## config.mk

```make
export PLATFORM = sky130hd
export DESIGN_NAME = terminal_tx
export DESIGN_NICKNAME = d
export VERILOG_FILES = /design/src/rtl/spart_pkg.sv /design/src/rtl/baud_tick.sv /design/src/rtl/terminal_tx.sv
export SDC_FILE = /design/constraint.sdc
export NUM_CORES = 1
export LEC_CHECK = 0
export ABC_AREA = 1
export BUFFER_PORTS_ARGS = -buffer_cell sky130_fd_sc_hd__clkbuf_2
export CAP_MARGIN = 20
export CELL_PAD_IN_SITES_DETAIL_PLACEMENT = 0
export CELL_PAD_IN_SITES_GLOBAL_PLACEMENT = 1
export CORE_ASPECT_RATIO = 1.1
export CORE_MARGIN = 3
export CORE_UTILIZATION = 45
export CTS_CLUSTER_DIAMETER = 200
export DETAILED_ROUTE_END_ITERATION = 7
export PLACE_DENSITY_LB_ADDON = 0.1
export SLEW_MARGIN = 10
export SYNTH_ARGS = -nofsm -noshare
export SYNTH_HDL_FRONTEND = slang
export SYNTH_SLANG_ARGS = --single-unit
```

## constraint.sdc

```tcl
create_clock -name clk -period 2.61 [get_ports clk]
set_clock_uncertainty 0.05 [all_clocks]
set_input_delay 0.261 -clock clk [delete_from_list [all_inputs] [get_ports clk]]
set_output_delay 0.261 -clock clk [all_outputs]
set_load 0.01 [all_outputs]
```

## src/rtl/spart_pkg.sv

```systemverilog
// Shared serial-frame definitions for the SPART RX/TX blocks and the terminal model.
package spart_pkg;

  localparam int   DATA_BITS = 8;
  localparam int   STOP_BITS = 1;
  localparam logic LINE_IDLE = 1'b1;

  typedef enum logic [2:0] {
    ST_WAIT,
    ST_START,
    ST_BITS,
    ST_STOP,
    ST_GAP,
    ST_DONE
  } tx_state_e;

endpackage

```

## src/rtl/baud_tick.sv

```systemverilog
// Bit-period timer: one-cycle tick every CLKS_PER_BIT cycles, restartable by a sync clear.
module baud_tick #(
  parameter int CLKS_PER_BIT = 16
) (
  input  logic clk_i,
  input  logic rst_ni,
  input  logic clr_i,
  output logic tick_o
);

  localparam int            CW   = (CLKS_PER_BIT > 1) ? $clog2(CLKS_PER_BIT) : 1;
  localparam logic [CW-1:0] LAST = CW'(CLKS_PER_BIT - 1);

  logic [CW-1:0] cnt_q, cnt_d;

  // Next count: restart on clear, wrap at the end of each bit period.
  always_comb begin
    cnt_d = cnt_q;
    if (clr_i) begin
      cnt_d = '0;
    end else if (cnt_q == LAST) begin
      cnt_d = '0;
    end else begin
      cnt_d = cnt_q + 1'b1;
    end
  end

  // Count register.
  always_ff @(posedge clk_i or negedge rst_ni) begin
    if (!rst_ni) begin
      cnt_q <= '0;
    end else begin
      cnt_q <= cnt_d;
    end
  end

  // Tick marks the last cycle of a bit period; the FSM changes bit on this edge.
  assign tick_o = (cnt_q == LAST);

endmodule

```

## src/rtl/terminal_tx.sv

```systemverilog
// Serial terminal model: sends a fixed 8N1 byte message on an idle-high line.
module terminal_tx
  import spart_pkg::*;
#(
  parameter int                     CLKS_PER_BIT = 16,
  parameter int                     NUM_BYTES    = 4,
  parameter logic [NUM_BYTES*8-1:0] MSG          = {8'h0A, 8'h0D, 8'h69, 8'h48},
  parameter int                     START_DELAY  = 32,
  parameter int                     GAP_BITS     = 2,
  parameter int                     REPEAT       = 0
) (
  input  logic clk,
  input  logic rst,
  output logic data,
  output logic done
);

  localparam int BYTE_W  = (NUM_BYTES > 1) ? $clog2(NUM_BYTES) : 1;
  localparam int BIT_W   = $clog2(DATA_BITS);
  // Message padded to a power-of-two byte count so {byte, bit} indexes it directly.
  localparam int PAD_W   = DATA_BITS << BYTE_W;
  localparam int GAP_CYC = GAP_BITS * CLKS_PER_BIT;
  localparam int CNT_MAX = (START_DELAY > GAP_CYC) ? START_DELAY : GAP_CYC;
  localparam int CNT_W   = $clog2(CNT_MAX + 1);

  localparam logic [PAD_W-1:0]  MSG_PAD   = PAD_W'(MSG);
  localparam logic [BYTE_W-1:0] LAST_BYTE = BYTE_W'(NUM_BYTES - 1);
  localparam logic [BIT_W-1:0]  LAST_BIT  = BIT_W'(DATA_BITS - 1);

  tx_state_e         state_q, state_d;
  logic [BYTE_W-1:0] byte_q, byte_d;
  logic [BIT_W-1:0]  bit_q, bit_d;
  logic [CNT_W-1:0]  cnt_q, cnt_d;
  logic              data_q, data_d;
  logic              done_q, done_d;
  logic              tick;
  logic              clr;
  logic              adv;

  // The bit timer restarts on every state change, so each state gets whole bit periods.
  baud_tick #(
    .CLKS_PER_BIT(CLKS_PER_BIT)
  ) u_baud (
    .clk_i (clk),
    .rst_ni(rst),
    .clr_i (clr),
    .tick_o(tick)
  );

  // Next-state, indices, cycle counter and the line value for the coming cycle.
  always_comb begin
    state_d = state_q;
    byte_d  = byte_q;
    bit_d   = bit_q;
    adv     = 1'b0;

    case (state_q)
      ST_WAIT: begin
        if (cnt_q == CNT_W'(START_DELAY)) state_d = ST_START;
      end
      ST_START: begin
        if (tick) begin
          state_d = ST_BITS;
          bit_d   = '0;
        end
      end
      ST_BITS: begin
        if (tick) begin
          if (bit_q == LAST_BIT) begin
            state_d = ST_STOP;
          end else begin
            bit_d = bit_q + 1'b1;
          end
        end
      end
      ST_STOP: begin
        if (tick) begin
          if (GAP_BITS > 0) begin
            state_d = ST_GAP;
          end else begin
            adv = 1'b1;
          end
        end
      end
      ST_GAP: begin
        if (cnt_q == CNT_W'(GAP_CYC - 1)) adv = 1'b1;
      end
      ST_DONE: begin
        state_d = ST_DONE;
      end
      default: begin
        state_d = ST_WAIT;
      end
    endcase

    // Next-byte decision after a stop bit and its gap.
    if (adv) begin
      if (byte_q != LAST_BYTE) begin
        byte_d  = byte_q + 1'b1;
        state_d = ST_START;
      end else if (REPEAT != 0) begin
        byte_d  = '0;
        state_d = ST_START;
      end else begin
        state_d = ST_DONE;
      end
    end

    clr = (state_d != state_q);

    // The cycle counter only runs in the idle-delay states and zeroes on any state change.
    cnt_d = '0;
    if (!clr && ((state_q == ST_WAIT) || (state_q == ST_GAP))) begin
      cnt_d = cnt_q + 1'b1;
    end

    case (state_d)
      ST_START: data_d = ~LINE_IDLE;
      ST_BITS:  data_d = MSG_PAD[{byte_d, bit_d}];
      default:  data_d = LINE_IDLE;
    endcase

    // done follows the DONE state by one cycle.
    done_d = (state_q == ST_DONE);
  end

  // State, indices and registered outputs; reset forces the line idle immediately.
  always_ff @(posedge clk or negedge rst) begin
    if (!rst) begin
      state_q <= ST_WAIT;
      byte_q  <= '0;
      bit_q   <= '0;
      cnt_q   <= '0;
      data_q  <= LINE_IDLE;
      done_q  <= 1'b0;
    end else begin
      state_q <= state_d;
      byte_q  <= byte_d;
      bit_q   <= bit_d;
      cnt_q   <= cnt_d;
      data_q  <= data_d;
      done_q  <= done_d;
    end
  end

  assign data = data_q;
  assign done = done_q;

endmodule

```

==> results by group, run 1 <==
Outcome
  – Run status: complete, no violations

Final layout
  – Register area: around 500 um2
  – Most frequent cells in the layout: 24 x nand2_1, 23 x inv_1, 22 x nor2_1
  – Area of the multi-input gates: 587 um2
  – Fin util: 0.515
  – Post-route cell area: about 1300 um2
  – Synthesis-to-layout area growth: 8.35%
  – Fillers: 262
  – Nets: 164
  – Most common cell after layout, fill and taps aside: nand2_1
  – # diodes: 0
  – Share of cells above drive strength 1: 0.194

Timing
  – Worst Tran Pin Value: 0.495 ns
  – Unrepaired setup endpoints after global routing: false
  – Max Clk Rate: between 400 and 500 MHz
  – Slew Limit Fails: 0
  – Fin crit share: 0.831
  – Slew headroom: 0.670
  – Final WS setup: 0.442 ns
  – Hold WS: 0.389 ns
  – Final hold violation count: 0
  – Final Critical Period: between 2 and 2.5 ns
  – Setup tns final: 0 ns
  – # setup viols final: 0

Synth
  – Register area share after synthesis: 0.419
  – Seq cells post-synth: 20
  – Syn_area_per_cell: 8.15 um2
  – Area contributors post-synth: dfrtp_1 40%, nand2_1 7.5%, inv_1 7.2%, nor2_1 6.9%, ha_1 6.3%
  – Number of library cell types mapped by synthesis: 28
  – Cells after Synth: 147
  – Area share of the largest cell type after synthesis: 0.397
  – Area leader, netlist: dfrtp_1
  – Yosys warns: 0
  – Netlist Area Pre-Place: around 1200 um2
  – Post-Syn Nets: 155

Critical path
  – Max incr delay on CP: 0.39 ns
  – Worst endpoint data arrival time: 2.37 ns
  – Crit-path max FO: 9
  – Crit Path Class: flip-flop to flip-flop
  – Worst path cell trace: ha_1 -> nand3_4 -> nor2_1 -> a21oi_1 -> nor3_1 -> ha_1 -> inv_1 -> nand3_1 -> nand3_1 -> nand2_1 -> nand3_1 -> nand2_1 -> nand2_1
  – CP startpoint kind: flip-flop
  – Critical Path Sink Type: flip-flop
  – Slowest stage cell, crit path: dfrtp_1
  – Required @ worst endpoint: 2.81 ns

Routing
  – Initial DRT Pass Iterations: 4
  – Vias after detailed routing: 880
  – Residual DRC count: 0
  – Vias per inst: about 4.7
  – ANT nets after route: 0
  – WL per Instance: 10.9 um
  – Routed wire length: 2030 um
  – DR iter-0 viols: 20

CTS
  – Clock latency on the worst-skew pair: roughly 0.3 ns
  – Post-CTS repair timing setup buffer count: 0
  – Inserted Clock Buffers: 3
  – Clock sink total: 20
  – CTS max path bufs: 2
  – Clk root buf: clkbuf_4
  – Clock transition at path regs: 0.11 ns
  – CTS H-tree depth: 1
  – CTS tree: built

Placed design
  – Hpwl dp: 1590 um
  – Placed cell areas: roughly 1300 um2
  – Placement Setup Slack: 0.454 ns
  – IO buf count: 3
  – Placer Congestion: 0.724

Power
  – VDD IR max: 328 uV
  – Switching pwr: 0.102 mW
  – Switch share: 0.205
  – Power Density: 384 nW/um2
  – Comb power frac: 0.015
  – Sequential group share of total power: 0.621
  – Clock share of power: 0.364
  – Cell Int Power: 0.396 mW
  – Leakage: 0.618 nW

GRT
  – Global route overflow: 0
  – First-pass GRT wire length: 3670 um
  – Pin count of the biggest net entering global routing: 21
  – Total Routing Usage GR: 0.140
  – Initial antenna violation count: 0
  – Vias in the first global route: about 880

Worst hold path
  – Hold WC Path Type: primary input to asynchronous set/reset pin

Floorplan
  – Chip width: 55.2 um
  – Core Area: 2520 um2
  – DIE HEIGHT: 60.1 um
  – Row cnt: 19
  – Die area: 3320 um2
  – # IOs: 4
  – Starting Density: 0.476

Flow run
  – Max-Cap Viols: 0
[final timing paths]
| kind | from | end | slack, ns | depth (start not counted) |
|---|---|---|---|---|
| worst max-delay path | u_baud.cnt_q[0] | data | 0.44 | 13 |
| worst min-delay path | rst | bit_q[2] | 0.39 | 2 |
| worst max register to register | u_baud.cnt_q[0] | data | 0.44 | 13 |
| worst min register to register | cnt_q[0] | cnt_q[0] | 0.44 | 1 |
| max in group asynchronous | rst | data | 1.77 | 2 |
| min in group clk | cnt_q[0] | cnt_q[0] | 0.44 | 1 |
[timing repair]
action / 4_1_cts / 5_1_grt
resized for setup: 0 / 0
hold endpoints to repair: 19 / 0
hold buffers: 1 / 0
[final cells by class]
type | count | area share
sequential | 20 | 0.386
timing repair buffer | 4 | 0.0193
clock buffer | 4 | 0.0279
inverter | 28 | 0.0848
tap | 31 | 0.0299
multi-input combinational | 99 | 0.452
[layer usage]
layer  GRT usage  routed length [um]  vias up
li1            -                   -      471
met1       0.172                 993      397
met2       0.245                 963        8
met3      0.0259                  40        4
met4      0.0521                  31        0
met5           0                   0        -
[state kept, by name (all words and copies together) (netlist names)]
signal / flops
cnt_q: 6
byte_q: 2
data: 1
state_q: 3
bit_q: 3
u_baud.cnt_q: 4
done: 1
[metrics by stage]
stage	instances	power (mW)
floorplan	147	0.316
global placement	181	0.323
detailed placement	181	0.323
CTS	186	0.508
global route	186	0.523
finish	186	0.499
[critical path, delay by kind of cell, from the launching register on]
kind / cells / cell delay [ns]
adders and majority gates: 2 / 0.54
DFF: 1 / 0.39
and+or+nand+nor: 9 / 1.01
buffers and inverters: 1 / 0.06
AOI/OAI and AO/OA: 1 / 0.09
[synth_stat cells]
cell / instances
a21oi_1: 3
a21oi_2: 1
and3_1: 1
dfrtp_1: 19
dfstp_2: 1
ha_1: 6
inv_1: 23
inv_2: 4
inv_6: 1
nand2_1: 24
nand2_2: 6
nand3_1: 13
nand3_2: 2
nand3_4: 1
nand4_4: 1
nor2_1: 22
nor2_2: 2
nor2_4: 1
nor3_1: 1
nor3b_1: 1
o21ai_0: 1
o21ai_1: 1
o21ai_2: 1
o21bai_1: 3
o21bai_2: 1
or2_2: 1
xnor2_1: 2
xor2_1: 4
[power groups by stage]
stage	Clock [mW]	Combinational, mW	Sequential, mW
global placement	0	0.00692	0.316
finish	0.182	0.00742	0.310
detailed placement	0	0.00696	0.316
CTS	0.190	0.00812	0.310
floorplan	0	0.000000308	0.316
global route	0.204	0.00878	0.310
[cell families after synthesis]
group / share of synthesized area
adder cells (fa/ha/maj): 0.0626
flip-flops: 0.419
AND/OR/NAND/NOR: 0.319
AO/OA/AOI/OAI: 0.0637
buffers and inverters: 0.0919
XOR/XNOR: 0.0438
No activity file was read; power rests on OpenSTA's default activity.
==> run 2: changes to the inputs <==
--- a/config.mk
+++ b/config.mk
@@ -5,14 +5,14 @@
 export SDC_FILE = /design/constraint.sdc
 export NUM_CORES = 1
 export LEC_CHECK = 0
-export ABC_AREA = 1
+export ABC_AREA = 0
 export BUFFER_PORTS_ARGS = -buffer_cell sky130_fd_sc_hd__clkbuf_2
 export CAP_MARGIN = 20
 export CELL_PAD_IN_SITES_DETAIL_PLACEMENT = 0
 export CELL_PAD_IN_SITES_GLOBAL_PLACEMENT = 1
 export CORE_ASPECT_RATIO = 1.1
 export CORE_MARGIN = 3
-export CORE_UTILIZATION = 45
+export CORE_UTILIZATION = 47
 export CTS_CLUSTER_DIAMETER = 200
 export DETAILED_ROUTE_END_ITERATION = 7
 export PLACE_DENSITY_LB_ADDON = 0.1
==> constraint.sdc (replaced) <==
create_clock -name clk -period 2.2 [get_ports clk]
set_clock_uncertainty 0.05 [all_clocks]
set_input_delay 0.22 -clock clk [delete_from_list [all_inputs] [get_ports clk]]
set_output_delay 0.22 -clock clk [all_outputs]
set_load 0.01 [all_outputs]
==> results by group, run 2 <==
Synth
  – EDFF count, synth: 0
  – Cell with the most instances after synthesis: dfrtp_1
  – Post-Syn Nets: 123
  – Seq cells post-synth: 20
  – Top FF cell, synth: dfrtp_1
  – Syn_area_per_cell: 10.1 um2
  – Netlist Area Pre-Place: 1160 um2
  – Yosys warns: 0
  – Area leader, netlist: dfrtp_1
  – Area contributors post-synth: dfrtp_1 41%, ha_1 6.5%, nor2_1 4.5%, xnor2_1 4.5%, inv_1 3.9%
  – Ys async rst share: 1.00
  – Cells after Synth: 115
  – Synth cell count leaders: 19 x dfrtp_1, 14 x nor2_1, 12 x inv_1
  – Register area share after synthesis: 0.434
  – Area share of the largest cell type after synthesis: 0.411
  – Number of library cell types mapped by synthesis: 45

Power
  – VDD IR max: ~370 uV
  – Clock share of power: 0.323
  – Leakage: 0.664 nW
  – Sequential group share of total power: 0.661
  – Total Power: 0.556 mW
  – Comb power frac: 0.016
  – Power Density: approximately 380 nW/um2
  – Cell Int Power: around 0.44 mW
  – Switching pwr: 0.116 mW
  – Switch share: 0.209

Routing
  – Vias per inst: 5.48
  – Vias after detailed routing: 942
  – ANT nets after route: 0
  – Routed wire length: 2490 um
  – Residual DRC count: 0
  – Initial DRT Pass Iterations: 4
  – WL per Instance: 14.4 um
  – DR iter-0 viols: 14

Placed design
  – IO buf count: 3
  – Placer Congestion: 0.799
  – Hpwl dp: around 1900 um
  – Post-Place Cells: ~160

Final layout
  – Nets: 151
  – Biggest register: cnt_q
  – Layout Cells excl Fill: 172
  – Fillers: 204
  – # diodes: 0
  – Fin util: 0.633
  – Largest regs: cnt_q: 6 flops, u_baud.cnt_q: 4 flops
  – Register area: 502 um2
  – Area of the multi-input gates: 661 um2
  – Share of cells above drive strength 1: 0.359
  – Max FFs per register: 6
  – Synthesis-to-layout area growth: 25.6%
  – Most frequent cells in the layout: 19 x dfrtp_1, 19 x buf_4, 14 x nor2_1

Timing
  – # setup viols final: 1
  – Fin crit share: 1.04
  – Max Clk Rate: about 440 MHz
  – Slew Limit Fails: 0
  – Unrepaired setup endpoints after global routing: true
  – Final WS setup: -0.0974 ns
  – Worst Tran Pin Value: 0.512 ns
  – Final Critical Period: 2.30 ns
  – Final hold violation count: 0
  – Slew headroom: 0.659

Floorplan
  – Starting Density: 0.504
  – Row cnt: 18
  – Core Area: 2300 um2
  – DIE HEIGHT: between 50 and 60 um
  – # IOs: 4
  – Chip width: 53.3 um
  – Die area: 3090 um2

Critical path
  – Reg2Reg Launch Point: u_baud.cnt_q[1]
  – Critical Path Sink Type: flip-flop
  – Reg2reg end: data
  – Critical Path End: data
  – Required @ worst endpoint: 2.37 ns
  – CP startpoint kind: flip-flop
  – R2R Setup Slk: -0.1 ns
  – Slowest stage cell, crit path: or4b_1
  – CP startpoint: u_baud.cnt_q[1]
  – Crit Path Class: flip-flop to flip-flop
  – Crit-path max FO: 4
  – Max incr delay on CP: 0.44 ns
  – Worst endpoint data arrival time: 2.47 ns
  – Worst path cell trace: ha_4 -> and4b_4 -> a32oi_1 -> o22ai_1 -> inv_1 -> ha_1 -> o2111ai_1 -> or4b_1 -> a31oi_1
  – Reg2Reg Depth: 9

CTS
  – Inserted Clock Buffers: 3
  – CTS H-tree depth: 1
  – CTS tree: built
  – Clock sink total: 20
  – CTS max path bufs: 2
  – Clk root buf: clkbuf_4
  – Clock transition at path regs: 0.11 ns
  – Clock latency on the worst-skew pair: ~0.29 ns

GRT
  – Initial antenna violation count: 0
  – Total Routing Usage GR: 0.188
  – Global route overflow: 0
  – First-pass GRT wire length: 4260 um
  – Pin count of the biggest net entering global routing: 21
  – Vias in the first global route: 990

Outcome
  – Violations in the final reports: setup timing
  – Run status: complete, but fails checks

Worst hold path
  – Hold WC Path Type: primary input to asynchronous set/reset pin

Flow run
  – Max-Cap Viols: 0
==> run 2: cell count changes after synthesis, sizes merged, moves of 2 or more <==
cell / change
a31oi: +4
nor2: -11
xor2: -3
nand2: -24
a211oi: +2
o21ai: -2
nand3: -11
o21bai: -4
o22ai: +2
xnor2: +4
and3: +4
inv: -15
==> run 2: how the worst min path moves through the flow <==
stage               start  endpoint  slack (ns)  depth (start not counted)
floorplan             rst  bit_q[0]       -0.13                          0
CTS                   rst  bit_q[0]        0.37                          2
finish                rst  bit_q[0]        0.36                          2
global route          rst  bit_q[0]        0.40                          2
global placement      rst  bit_q[0]        0.16                          1
detailed placement    rst  bit_q[0]        0.17                          1
==> run 2: cells by family after synthesis <==
group,Yosys count,synth area share
compound gates,24,0.177
xor+xnor,7,0.0530
fa+ha+maj,6,0.0649
buf+inv,14,0.0465
flops,20,0.434
simple gates,44,0.225
==> run 2: routing by layer <==
layer,global-route usage,vias to the layer above,wire (um)
met1,0.231,458,1160
li1,-,463,-
met3,0.0411,10,44
met2,0.312,11,1220
met4,0.0803,0,62
met5,0,-,0
==> run 2: power groups by stage <==
stage / Combinational (mW) / Sequential [mW] / Clock, mW
floorplan: 0.000000264 / 0.375 / 0
global placement: 0.00814 / 0.375 / 0
detailed placement: 0.00832 / 0.375 / 0
CTS: 0.00967 / 0.368 / 0.186
global route: 0.0106 / 0.368 / 0.201
finish: 0.00900 / 0.368 / 0.179
==> run 2: worst max-delay path, delay by kind of cell (launching register included) <==
| kind | cells | cell delay [ns] |
|---|---|---|
| AO/OA/AOI/OAI | 4 | 0.54 |
| adder cells (fa/ha/maj) | 2 | 0.47 |
| buffers and inverters | 1 | 0.07 |
| flip-flops | 1 | 0.41 |
| AND/OR/NAND/NOR | 2 | 0.71 |
==> run 2: what timing repair did <==
item,CTS,global route
setup buffers,2,3
endpoints found under the hold margin,19,0
gates resized for setup,1,4
pin swaps,4,7
endpoints found under the setup margin,1,9
hold buffers,1,0
==> run 2: cell type report <==
| class | count | area share |
|---|---|---|
| multi-input combinational | 81 | 0.454 |
| sequential | 20 | 0.345 |
| timing repair buffer | 24 | 0.123 |
| inverter | 13 | 0.0336 |
| tap | 30 | 0.0258 |
| clock buffer | 4 | 0.0181 |
==> run 2: stage by stage <==
step / TNS [ns] / setup slack [ns] / hold slack [ns] / instance area [um2]
detailed placement: -0.0805 / -0.0805 / 0.166 / 1360
finish: -0.0974 / -0.0974 / 0.359 / 1450
CTS: -0.0989 / -0.0989 / 0.367 / 1420
global route: -0.195 / -0.193 / 0.404 / 1450
global placement: -0.0314 / -0.0314 / 0.160 / 1360
floorplan: 0 / 0.0000522 / -0.126 / 1200
==> run 3: changes to the inputs <==
--- a/config.mk
+++ b/config.mk
@@ -8,15 +8,12 @@
 export ABC_AREA = 0
 export BUFFER_PORTS_ARGS = -buffer_cell sky130_fd_sc_hd__clkbuf_2
 export CAP_MARGIN = 20
-export CELL_PAD_IN_SITES_DETAIL_PLACEMENT = 0
-export CELL_PAD_IN_SITES_GLOBAL_PLACEMENT = 1
 export CORE_ASPECT_RATIO = 1.1
 export CORE_MARGIN = 3
-export CORE_UTILIZATION = 47
+export CORE_UTILIZATION = 55
 export CTS_CLUSTER_DIAMETER = 200
 export DETAILED_ROUTE_END_ITERATION = 7
-export PLACE_DENSITY_LB_ADDON = 0.1
-export SLEW_MARGIN = 10
+export PLACE_DENSITY = 0.72
 export SYNTH_ARGS = -nofsm -noshare
 export SYNTH_HDL_FRONTEND = slang
 export SYNTH_SLANG_ARGS = --single-unit
==> results by group, run 3 (synthesis gave the netlist of run 2 again) <==
Outcome
  – Run status: complete, but fails checks
  – Violations in the final reports: setup timing

Floorplan
  – DIE HEIGHT: roughly 54 um
  – # IOs: 4
  – Row cnt: 16
  – Die area: 2690 um2
  – Starting Density: 0.615
  – Chip width: 49.7 um
  – Core Area: 1880 um2

Critical path
  – Reg2Reg Depth: 9
  – CP startpoint kind: flip-flop
  – Worst endpoint data arrival time: 2.45 ns
  – Required @ worst endpoint: 2.39 ns
  – R2R Setup Slk: -0.06 ns
  – Reg2Reg Launch Point: u_baud.cnt_q[1]
  – Reg2reg end: data
  – Critical Path Sink Type: flip-flop
  – Crit-path max FO: 4
  – Crit Path Class: flip-flop to flip-flop

Flow run
  – Max-Cap Viols: 0

Placed design
  – Placer Congestion: 0.866
  – Post-Place Cells: 160
  – Hpwl dp: 1760 um
  – IO buf count: 3

Worst hold path
  – Hold WC Path Type: primary input to asynchronous set/reset pin

Power
  – Power Density: 398 nW/um2
  – VDD IR max: 431 uV
  – Leakage: 0.646 nW

Final layout
  – Max FFs per register: 6
  – Synthesis-to-layout area growth: 21.9%
  – Largest regs: cnt_q: 6 flops, u_baud.cnt_q: 4 flops
  – Share of cells above drive strength 1: 0.333
  – Area of the multi-input gates: roughly 660 um2
  – Register area: 502 um2
  – Biggest register: cnt_q
  – Nets: 147
  – # diodes: 0
  – Layout Cells excl Fill: 165
  – Most frequent cells in the layout: 19 x dfrtp_1, 16 x buf_4, 14 x nor2_1
  – Most common cell after layout, fill and taps aside: dfrtp_1
  – Fillers: 147

Timing
  – # setup viols final: 1
  – Final Critical Period: 2.26 ns
  – Unrepaired setup endpoints after global routing: true
  – Max Clk Rate: about 440 MHz
  – Slew headroom: 0.670
  – Worst Tran Pin Value: ~0.5 ns
  – Final hold violation count: 0
  – Slew Limit Fails: 0
  – Fin crit share: 1.03
  – Setup tns final: -0.0582 ns
  – Final WS setup: -0.0582 ns

GRT
  – Pin count of the biggest net entering global routing: 21
  – Total Routing Usage GR: 0.212
  – First-pass GRT wire length: 4180 um
  – Global route overflow: 0
  – Initial antenna violation count: 0
  – Vias in the first global route: ~950

CTS
  – Inserted Clock Buffers: 3
  – Clk root buf: clkbuf_4
  – CTS tree: built
  – Clock latency on the worst-skew pair: ~0.30 ns
  – CTS H-tree depth: 1
  – Post-CTS repair timing setup buffer count: 0
  – CTS max path bufs: 2
  – Clock sink total: 20
  – Clock transition at path regs: around 0.11 ns

Routing
  – WL per Instance: 14.4 um
  – Vias after detailed routing: 939
  – Residual DRC count: 0
  – Routed wire length: 2370 um
  – ANT nets after route: 0
  – DR iter-0 viols: 22
  – Vias per inst: about 5.7
  – Initial DRT Pass Iterations: 4
## run 3: cell types whose count changed in the layout (fill, tap and decap cells not counted)
cell / previous run / this run
and3_1: 1 / 2
and3_2: 1 / 2
and3_4: 3 / 1
buf_4: 19 / 16
buf_6: 1 / 0
ha_1: 3 / 4
ha_2: 2 / 1
o22ai_1: 1 / 0
o22ai_2: 1 / 2
## run 3: worst max path at each step
stage	to	depth (start not counted)	startpoint
after floorplan	data	9	u_baud.cnt_q[0]
after global placement	data	8	bit_q[0]
after detailed placement	data	9	bit_q[0]
after CTS	data	9	u_baud.cnt_q[1]
after global routing	data	9	u_baud.cnt_q[1]
final	data	9	u_baud.cnt_q[1]
## run 3: cell type report
type,count,area share
well taps,27,0.0239
flip-flops and latches,20,0.355
repair buffers,20,0.103
multi-input cells,81,0.465
inverters,13,0.0346
clock buffers,4,0.0186
## run 3: worst max-delay path: stages, from the launching register on
cell	delay [ns]
dfrtp_1	0.40
ha_4	0.15
and4b_4	0.26
nand3_2	0.06
a21boi_2	0.16
o22ai_2	0.14
ha_1	0.27
o2111ai_1	0.08
or4b_1	0.44
a31oi_1	0.17
## run 3: power by group
group / switching [mW] / leakage (nW) / internal, mW
Sequential: 0 / 0.271 / 0.368
Combinational: 0.00702 / 0.359 / 0.00176
Clock: 0.114 / 0.0150 / 0.0708
## run 3: through the flow
step	worst slack (ns)	hold WS (ns)	power (mW)	area [um2]	util
2_1_floorplan	0.0000522	-0.126	0.375	1200	-
3_3_place_gp	-0.0314	0.146	0.382	1370	0.726
3_5_place_dp	-0.0737	0.158	0.383	1370	0.726
4_1_cts	-0.0850	0.351	0.571	1410	0.747
5_1_grt	-0.207	0.368	0.583	1410	0.750
6_report	-0.0582	0.342	0.561	1410	0.750
## run 3: repair_timing
action                                  4_1_cts  5_1_grt
hold buffers                                  1        0
gates resized for setup                       1        1
pin swaps                                     2        2
hold endpoints to repair                     19        0
endpoints found under the setup margin        1        8
## run 3: metal layers
layer,part of all wire,routed length [um],track usage,up-vias
met5,0,0,0,-
met4,0.019,45,0.106,0
met3,0.025,59,0.0332,6
met2,0.52,1240,0.383,18
met1,0.43,1030,0.248,455
li1,-,-,-,460
